`src/rtl/ttt_pkg.sv`:
```
// rtl/ttt_pkg.sv - shared types, board constants and cell indexing for the move controller
package ttt_pkg;

  localparam int         BOARD_DIM  = 3;
  localparam logic [1:0] CELL_EMPTY = 2'd2;

  typedef enum logic [1:0] {
    ST_IDLE,
    ST_CHECK,
    ST_ISSUE,
    ST_WAIT
  } state_t;

  // Bit offset of cell (y,x) inside the packed 18-bit board word.
  function automatic logic [4:0] cell_idx(input logic [1:0] x, input logic [1:0] y);
    logic [4:0] lin;
    lin = 5'(y) * 5'(BOARD_DIM) + 5'(x);
    return lin << 1;
  endfunction

endpackage

```
`src/rtl/ttt_move_ctrl_if.sv`:
```
// rtl/ttt_move_ctrl_if.sv - board/move handshake between the move controller and the game core
interface ttt_move_ctrl_if;

  logic [17:0] board;
  logic        stop_game;
  logic        move_en;
  logic [2:0]  move_x;
  logic [2:0]  move_y;
  logic        reject;

  modport master (
    input  board,
    input  stop_game,
    output move_en,
    output move_x,
    output move_y,
    output reject
  );

  modport slave (
    output board,
    output stop_game,
    input  move_en,
    input  move_x,
    input  move_y,
    input  reject
  );

endinterface

```
`src/rtl/ttt_btn_debounce.sv`:
```
// rtl/ttt_btn_debounce.sv - push-button synchronizer, debouncer and rising-edge press pulse
module ttt_btn_debounce #(
  parameter int DEBOUNCE_CYCLES = 4
) (
  input  logic clk,
  input  logic reset,
  input  logic raw,
  output logic press
);

  localparam int CW = $clog2(DEBOUNCE_CYCLES + 1);

  logic          sync1;
  logic          sync2;
  logic          level;
  logic [CW-1:0] cnt;
  logic          done;

  // The sample that differs from the accepted level is the last one needed.
  assign done = (cnt == CW'(DEBOUNCE_CYCLES - 1));

  // Two-flop synchronizer for the asynchronous button input.
  always_ff @(posedge clk) begin
    if (reset) begin
      sync1 <= 1'b0;
      sync2 <= 1'b0;
    end else begin
      sync1 <= raw;
      sync2 <= sync1;
    end
  end

  // Accept a new level after enough consecutive differing samples; pulse only on 0->1.
  always_ff @(posedge clk) begin
    if (reset) begin
      cnt   <= '0;
      level <= 1'b0;
      press <= 1'b0;
    end else begin
      press <= 1'b0;
      if (sync2 != level) begin
        if (done) begin
          level <= sync2;
          cnt   <= '0;
          press <= sync2;
        end else begin
          cnt <= cnt + CW'(1);
        end
      end else begin
        cnt <= '0;
      end
    end
  end

endmodule

```
`src/rtl/ttt_move_ctrl.sv`:
```
// rtl/ttt_move_ctrl.sv - button-driven cursor and validated move issue toward the game core
module ttt_move_ctrl
  import ttt_pkg::*;
#(
  parameter int DEBOUNCE_CYCLES = 4,
  parameter int SETTLE_CYCLES   = 2
) (
  input  logic               clk,
  input  logic               reset,
  input  logic               btn_up,
  input  logic               btn_down,
  input  logic               btn_left,
  input  logic               btn_right,
  input  logic               btn_sel,
  ttt_move_ctrl_if.master    bus,
  output logic [1:0]         cursor_x,
  output logic [1:0]         cursor_y,
  output logic               busy
);

  localparam int SW = (SETTLE_CYCLES > 1) ? $clog2(SETTLE_CYCLES) : 1;

  logic p_up, p_down, p_left, p_right, p_sel;

  ttt_btn_debounce #(.DEBOUNCE_CYCLES(DEBOUNCE_CYCLES)) u_db_up (
    .clk(clk), .reset(reset), .raw(btn_up), .press(p_up)
  );
  ttt_btn_debounce #(.DEBOUNCE_CYCLES(DEBOUNCE_CYCLES)) u_db_down (
    .clk(clk), .reset(reset), .raw(btn_down), .press(p_down)
  );
  ttt_btn_debounce #(.DEBOUNCE_CYCLES(DEBOUNCE_CYCLES)) u_db_left (
    .clk(clk), .reset(reset), .raw(btn_left), .press(p_left)
  );
  ttt_btn_debounce #(.DEBOUNCE_CYCLES(DEBOUNCE_CYCLES)) u_db_right (
    .clk(clk), .reset(reset), .raw(btn_right), .press(p_right)
  );
  ttt_btn_debounce #(.DEBOUNCE_CYCLES(DEBOUNCE_CYCLES)) u_db_sel (
    .clk(clk), .reset(reset), .raw(btn_sel), .press(p_sel)
  );

  // Opposing presses in the same cycle cancel; otherwise wrap around the board edge.
  function automatic logic [1:0] step(input logic [1:0] c, input logic inc, input logic dec);
    if (inc && !dec) begin
      return (c == 2'(BOARD_DIM - 1)) ? 2'd0 : c + 2'd1;
    end else if (dec && !inc) begin
      return (c == 2'd0) ? 2'(BOARD_DIM - 1) : c - 2'd1;
    end
    return c;
  endfunction

  state_t        state;
  state_t        state_next;
  logic [1:0]    tgt_x;
  logic [1:0]    tgt_y;
  logic          latch_tgt;
  logic [SW-1:0] wait_cnt;
  logic [1:0]    tgt_cell;
  logic          move_en;
  logic [2:0]    move_x;
  logic [2:0]    move_y;
  logic          reject;

  assign tgt_cell = bus.board[cell_idx(tgt_x, tgt_y) +: 2];

  // Cursor follows debounced presses regardless of FSM state.
  always_ff @(posedge clk) begin
    if (reset) begin
      cursor_x <= 2'd0;
      cursor_y <= 2'd0;
    end else begin
      cursor_x <= step(cursor_x, p_right, p_left);
      cursor_y <= step(cursor_y, p_down, p_up);
    end
  end

  // FSM state register and the target latched from the cursor at select time.
  always_ff @(posedge clk) begin
    if (reset) begin
      state <= ST_IDLE;
      tgt_x <= 2'd0;
      tgt_y <= 2'd0;
    end else begin
      state <= state_next;
      if (latch_tgt) begin
        tgt_x <= cursor_x;
        tgt_y <= cursor_y;
      end
    end
  end

  // Settle counter runs only while in WAIT.
  always_ff @(posedge clk) begin
    if (reset) begin
      wait_cnt <= '0;
    end else if (state == ST_WAIT) begin
      wait_cnt <= wait_cnt + SW'(1);
    end else begin
      wait_cnt <= '0;
    end
  end

  // Next-state and output decode; move coordinates read 3 except during the strobe.
  always_comb begin
    state_next = state;
    latch_tgt  = 1'b0;
    move_en    = 1'b0;
    move_x     = 3'd3;
    move_y     = 3'd3;
    reject     = 1'b0;
    case (state)
      ST_IDLE: begin
        if (p_sel && !bus.stop_game) begin
          latch_tgt  = 1'b1;
          state_next = ST_CHECK;
        end
      end
      ST_CHECK: begin
        if (bus.stop_game) begin
          state_next = ST_IDLE;
        end else if (tgt_cell == CELL_EMPTY) begin
          state_next = ST_ISSUE;
        end else begin
          reject     = 1'b1;
          state_next = ST_IDLE;
        end
      end
      ST_ISSUE: begin
        move_en    = 1'b1;
        move_x     = {1'b0, tgt_x};
        move_y     = {1'b0, tgt_y};
        state_next = ST_WAIT;
      end
      ST_WAIT: begin
        if (wait_cnt == SW'(SETTLE_CYCLES - 1)) begin
          state_next = ST_IDLE;
        end
      end
      default: state_next = ST_IDLE;
    endcase
  end

  assign bus.move_en = move_en;
  assign bus.move_x  = move_x;
  assign bus.move_y  = move_y;
  assign bus.reject  = reject;
  assign busy        = (state != ST_IDLE);

endmodule

```
`src/flat_wrapper.sv`:
```
// flat-port wrapper written by rule: the top's interface ports become plain ports
module ttt_move_ctrl_flat import ttt_pkg::*;
#(
  parameter int DEBOUNCE_CYCLES = 4,
  parameter int SETTLE_CYCLES   = 2
)
  (clk, reset, btn_up, btn_down, btn_left, btn_right, btn_sel, cursor_x, cursor_y, busy, bus_board, bus_stop_game, bus_move_en, bus_move_x, bus_move_y, bus_reject);
  ttt_move_ctrl_if bus_i ();
  input  logic clk;
  input  logic reset;
  input  logic btn_up;
  input  logic btn_down;
  input  logic btn_left;
  input  logic btn_right;
  input  logic btn_sel;
  output logic [1:0] cursor_x;
  output logic [1:0] cursor_y;
  output logic busy;
  input wire logic [$bits(bus_i.board)-1:0] bus_board;
  input wire logic [$bits(bus_i.stop_game)-1:0] bus_stop_game;
  output wire logic [$bits(bus_i.move_en)-1:0] bus_move_en;
  output wire logic [$bits(bus_i.move_x)-1:0] bus_move_x;
  output wire logic [$bits(bus_i.move_y)-1:0] bus_move_y;
  output wire logic [$bits(bus_i.reject)-1:0] bus_reject;
  assign bus_i.board = bus_board;
  assign bus_i.stop_game = bus_stop_game;
  assign bus_move_en = bus_i.move_en;
  assign bus_move_x = bus_i.move_x;
  assign bus_move_y = bus_i.move_y;
  assign bus_reject = bus_i.reject;
  ttt_move_ctrl #(.DEBOUNCE_CYCLES(DEBOUNCE_CYCLES), .SETTLE_CYCLES(SETTLE_CYCLES)) u_core (.clk(clk), .reset(reset), .btn_up(btn_up), .btn_down(btn_down), .btn_left(btn_left), .btn_right(btn_right), .btn_sel(btn_sel), .bus(bus_i), .cursor_x(cursor_x), .cursor_y(cursor_y), .busy(busy));
endmodule
```
`config.mk`:
```
export PLATFORM = sky130hd
export DESIGN_NAME = ttt_move_ctrl_flat
export DESIGN_NICKNAME = d
export VERILOG_FILES = /design/src/rtl/ttt_pkg.sv /design/src/rtl/ttt_move_ctrl_if.sv /design/src/rtl/ttt_btn_debounce.sv /design/src/rtl/ttt_move_ctrl.sv /design/src/flat_wrapper.sv
export SDC_FILE = /design/constraint.sdc
export NUM_CORES = 1
export LEC_CHECK = 0
export ABC_AREA = 1
export CAP_MARGIN = 20
export CORE_AREA = 8 8 74 101
export DETAILED_ROUTE_END_ITERATION = 7
export DIE_AREA = 0 0 82 109
export GPL_ROUTABILITY_DRIVEN = 0
export SLEW_MARGIN = 5
export SYNTH_ARGS = -nofsm -noshare
export SYNTH_HDL_FRONTEND = slang
export SYNTH_SLANG_ARGS = --single-unit
```
`constraint.sdc`:
```
create_clock -name clk -period 2.3 [get_ports clk]
set_clock_uncertainty 0.2 [all_clocks]
set_input_delay 0.345 -clock clk [delete_from_list [all_inputs] [get_ports clk]]
set_output_delay 0.345 -clock clk [all_outputs]
set_load 0.01 [all_outputs]
```
* Word level (Yosys, flattened, before mapping)
Index checks and enable logic that the tools add are counted.
** Word-level totals
- Output and inout bits :: 13
- Memories kept :: 0
- Bits in registers :: 46
- Memory bits (read-only) :: 0
- Bits in writable memories :: 0
- Word-level logic and storage cells :: 131
- Latch bits :: 0
** Cells by class
- Reduce and logical (&&, ||, !) cells :: 31
- Magnitude comparators :: 0
- Multiplexer cells :: 27
- Shift operators :: 1
- Bitwise operators :: 11
- Divide/modulo/power cells :: 0
- Eq/ne operators :: 18
- Add/sub/neg operators :: 11
- $mul :: 1
** Operators with widths (number)
- $reduce_or A3 Y1 :: 10
- $mux W2 :: 14
- $shiftx A18 B6 Y2 :: 1
- $add A3 B1 Y3 const B :: 5
- $eq A3 B2 Y1 const B :: 5
- $mux W1 :: 12
- $reduce_and A2 Y1 :: 6
- $not A1 Y1 :: 11
- $eq A2 B2 Y1 const B :: 5
- $pmux W2 S4 :: 1
- $logic_not A2 Y1 :: 3
- $logic_and A1 B1 Y1 :: 5
- $logic_not A1 Y1 :: 5
- $ne A1 B1 Y1 :: 5
- $add A2 B1 Y2 const B :: 2
- $add A4 B2 Y4 :: 1
- $mul A2 B2 Y4 const B :: 1
- $ne A2 B1 Y1 const B :: 2
- $sub A2 B1 Y2 const B :: 2
- $eq A2 B1 Y1 const B :: 1
- $reduce_bool A2 Y1 :: 1
- $reduce_or A2 Y1 :: 1
- $add A1 B1 Y1 const B :: 1

* Depth between registers and ports, before layout
Gate-level depths: netlist (run 1).
- Depth after elaboration :: 7
- Gate-level depth with buffers :: 11

* By module
A second synthesis (run 1) with hierarchy kept.
** Second synthesis, totals
- Cell total of the unflattened synthesis :: 276
- Area total of the unflattened synthesis :: 2124.5 um^2
** Modules (own cells, without submodules)
- ttt_btn_debounce :: sequential area each 140.1 um^2, instances 5, area each 255.2 um^2, cells each 30
- ttt_move_ctrl :: sequential area each 220.2 um^2, instances 1, area each 848.3 um^2, cells each 126

* Least setup slack after synthesis (run 1)
No wires, ideal clock.
- Path type :: reg-to-output
- Start :: reg u_core.tgt_y[0]
- End :: out bus_reject
- Arrival :: 2.048 ns
- Data required time :: 1.755 ns
- Path slack :: -0.293 ns
- Stages on the path, launching flop included :: 11
- Buffers on the path :: 0
- Cell sequence :: dfxtp_1 > fa_1 > ha_1 > fa_1 > inv_1 > nand3_1 > nand2_1 > nand2_1 > nand3_1 > nand2_1 > nor2_1
** Between the ends
- Longest elaborated chain between the ends :: 7
** RTL lines
- start: declaration :: line ttt_move_ctrl.sv:54 : logic [1:0] tgt_y;
- start signal: assignment :: line ttt_move_ctrl.sv:86 : tgt_y <= cursor_y;
- $mul A2 B2 Y4 :: line ttt_pkg.sv:17 : lin = 5'(y) * 5'(BOARD_DIM) + 5'(x);
- $add A4 B2 Y4 :: line ttt_pkg.sv:17
- $shiftx A18 B6 Y2 :: line ttt_move_ctrl.sv:63 : assign tgt_cell = bus.board[cell_idx(tgt_x, tgt_y) +: 2];
- $eq A2 B2 Y1 :: line ttt_move_ctrl.sv:120 : end else if (tgt_cell == CELL_EMPTY) begin
- $mux W1 :: line ttt_move_ctrl.sv:120
- $mux W1 :: line ttt_move_ctrl.sv:118 : if (bus.stop_game) begin
- $mux W1 :: line ttt_move_ctrl.sv:110 : case (state)
- end: declaration :: line flat_wrapper.sv:24 : output wire logic [$bits(bus_i.reject)-1:0] bus_reject;
No other way between the ends.

* Final worst setup path (run 1)
- Start :: reg u_core.tgt_y[1]
- End :: out bus_reject
Same word-level chain as after synthesis.

==> impl_metrics.json, run 1 <==
{
  "rsz0062_at_grt": "yes",
  "start_util_pct": 33.5,
  "peakVddDrop_mv": 0.403,
  "crit_fanout": 4,
  "drc": 0,
  "cts_buffers": 5,
  "setup_viol": 2,
  "grt_pass1_wl_mm": 5.86,
  "diodes": 0,
  "seq_area_frac_synth_pct": 45.5,
  "vias": 1583,
  "io_pins": 39,
  "yosysTopAreaCellShare_pct": 45.5,
  "cp-end-kind": "primary output",
  "synth.area.top_cells": "dfxtp_1, ha_1, inv_1",
  "power.total_mw": 1.36,
  "synth-warning-count": 0,
  "core_um2": 6040,
  "cts_tree": "done",
  "htree_levels": 2,
  "fp.dieH_um": 109,
  "grt_overflow": 0,
  "crit_type": "register to primary output",
  "syn_to_final_growth_pct": 28.4,
  "dr.pass1.iters": 4,
  "place_ws_ns": -0.839,
  "clk_pin_slew_ns": 0.07,
  "syn_area_per_cell_um2": 8.09,
  "cp_data_required_time_ns": 1.75,
  "viasPerCell": 4.36,
  "synth_async_sr_flop_share_pct": 0,
  "antenna_found_initial": 0,
  "die_width_um": 82,
  "cap_violations": 0,
  "layout_setup_ws_ns": -0.642,
  "min_path_type": "register to register",
  "synth-edff-count": 0,
  "wire_per_inst_um": 9.72,
  "nets": 340,
  "utilization_pct": 43.0,
  "die_area_um2": 8940,
  "synth_common_cells": "inv_1, dfxtp_1, nor2_1",
  "syn_area_um2": 2020,
  "ys_seq_elements": 46,
  "finalCriticalPeriod_ns": 2.94,
  "clkLatencyLatePin_ns": 0.28,
  "cts.sinks": 46,
  "ys_types": 22,
  "drv_slew": 0,
  "dpl.cell_count": 357,
  "root_buffer": "clkbuf_8",
  "finalHoldViolCount": 0,
  "grt_start_max_net_pins": 32,
  "dpl.hpwl_mm": 2.80,
  "drt-initial-drc-count": 43,
  "ys.flop_type": "dfxtp_1",
  "powerDensity_nw_per_um2": 525,
  "grt_pass1_vias": 1467,
  "outcome": "finished, violations left",
  "yosys.area.top_type": "dfxtp_1",
  "port_buffers": 36,
  "synth.most_common_cell": "inv_1",
  "startpoint_type": "register",
  "min_period_over_period_pct": 128,
  "failed_checks": "negative setup slack",
  "clock_path_buffers": 2,
  "grtUsageTotal_pct": 8.10,
  "antenna_left": 0,
  "arrival_ns": 2.40,
  "wirelength_mm": 3.53,
  "p_leak_nw": 1.09,
  "drive_gt1_share_pct": 9.97,
  "fin_cells": 363,
  "placement_rows": 34,
  "synthCells": 250,
  "fmax_mhz": 340
}
[worst paths after layout]
check | startpoint | to | slack [ns] | cells after the start
setup / recovery | u_core.tgt_y[1]$_SDFFE_PP0P_ | bus_reject | -0.64 | 11
hold / removal | u_core.u_db_left.sync1$_SDFF_PP0_ | u_core.u_db_left.sync2$_SDFF_PP0_ | 0.20 | 2
hold reg to reg | u_core.u_db_left.sync1$_SDFF_PP0_ | u_core.u_db_left.sync2$_SDFF_PP0_ | 0.20 | 2
setup reg to reg | u_core.tgt_y[1]$_SDFFE_PP0P_ | register | -0.16 | 12
[cell type report]
cell class,instances,area (um^2)
well taps,72,90.1
inverters,52,195
clock buffers,6,82.6
multi-input cells,147,907
repair buffers,40,398
fillers,613,3440
flip-flops and latches,46,923
[stage by stage]
stage                     instance area, um^2  hold WS (ns)  setup TNS [ns]
after CTS                                2590         0.206          -0.893
after detailed placement                 2490         0.195           -1.08
final                                    2600         0.202          -0.799
after global placement                   2490         0.190          -0.993
after global routing                     2600         0.218           -1.06
after floorplan                          2030         0.188          -0.275
[power by group]
| part | switching (mW) | internal (mW) |
|---|---|---|
| sequential | 0.00548 | 0.807 |
| combinational | 0.0321 | 0.0532 |
| clock | 0.234 | 0.232 |
| total | 0.272 | 1.09 |
[registers in the layout (all words and copies together), names as in the netlist, 2 cells and up, named ones only]
| name | count |
|---|---|
| u_core.cursor_x | 2 |
| u_core.cursor_y | 2 |
| u_core.tgt_x | 2 |
| u_core.tgt_y | 2 |
| u_core.u_db_down.cnt | 3 |
| u_core.u_db_left.cnt | 3 |
| u_core.u_db_right.cnt | 3 |
| u_core.u_db_sel.cnt | 3 |
| u_core.u_db_up.cnt | 3 |
[routing by layer]
| metal | share of wire [%] | up-vias | track usage [%] | wire, um |
|---|---|---|---|---|
| met3 | 9.7 | 7 | 3.38 | 342 |
| met4 | 1.6 | 0 | 3.02 | 57 |
| li1 | - | 853 | - | - |
| met1 | 44 | 683 | 8.17 | 1550 |
| met5 | 0 | - | 0 | 0 |
| met2 | 45 | 40 | 14.3 | 1580 |
[placed cells by master (no fill, tap or decap), types with 2 or more instances in the layout]
cell / instances
inv_1: 51
dfxtp_1: 44
nor2_1: 41
clkdlybuf4s50_1: 35
nand2_1: 26
ha_1: 19
a21oi_1: 15
o21ai_0: 12
clkbuf_8: 6
nand3_2: 5
o211ai_1: 5
nand3_1: 4
a211oi_1: 4
nor2_2: 3
buf_4: 3
nand2_2: 2
mux2_2: 2
conb_1: 2
dfxtp_2: 2
[timing repair]
| item | 4_1_cts | 5_1_grt |
|---|---|---|
| hold endpoints to repair | 0 | 0 |
| pin swaps | 10 | 1 |
| setup buffers | 1 | 0 |
| cloned | 0 | 0 |
| hold buffers | 0 | 0 |
| setup endpoints to repair | 2 | 2 |
| resized for setup | 11 | 2 |
[critical path, stage by stage (launching register included)]
cell     delay [ns]
dfxtp_2        0.33
fa_1           0.47
ha_2           0.20
fa_2           0.58
inv_2          0.06
nand3_2        0.05
nand2_1        0.04
nand2_1        0.06
nand3_2        0.07
nand2_2        0.07
nor2_2         0.03
buf_2          0.13
[cell families after synthesis]
group	share of synthesized area, %
other cells	0.185
fa+ha+maj	14.4
simple gates	16.7
buf+inv	11.6
flops	45.5
compound gates	10.5
mux	1.11
No activity file was read; power rests on OpenSTA's default activity.
==> run 2, diff against run 1 <==
- CTS_CLUSTER_DIAMETER: not set -> 80
==> results of run 2 <==
The final DEF is identical to that of run 1; final timing and power are the same.
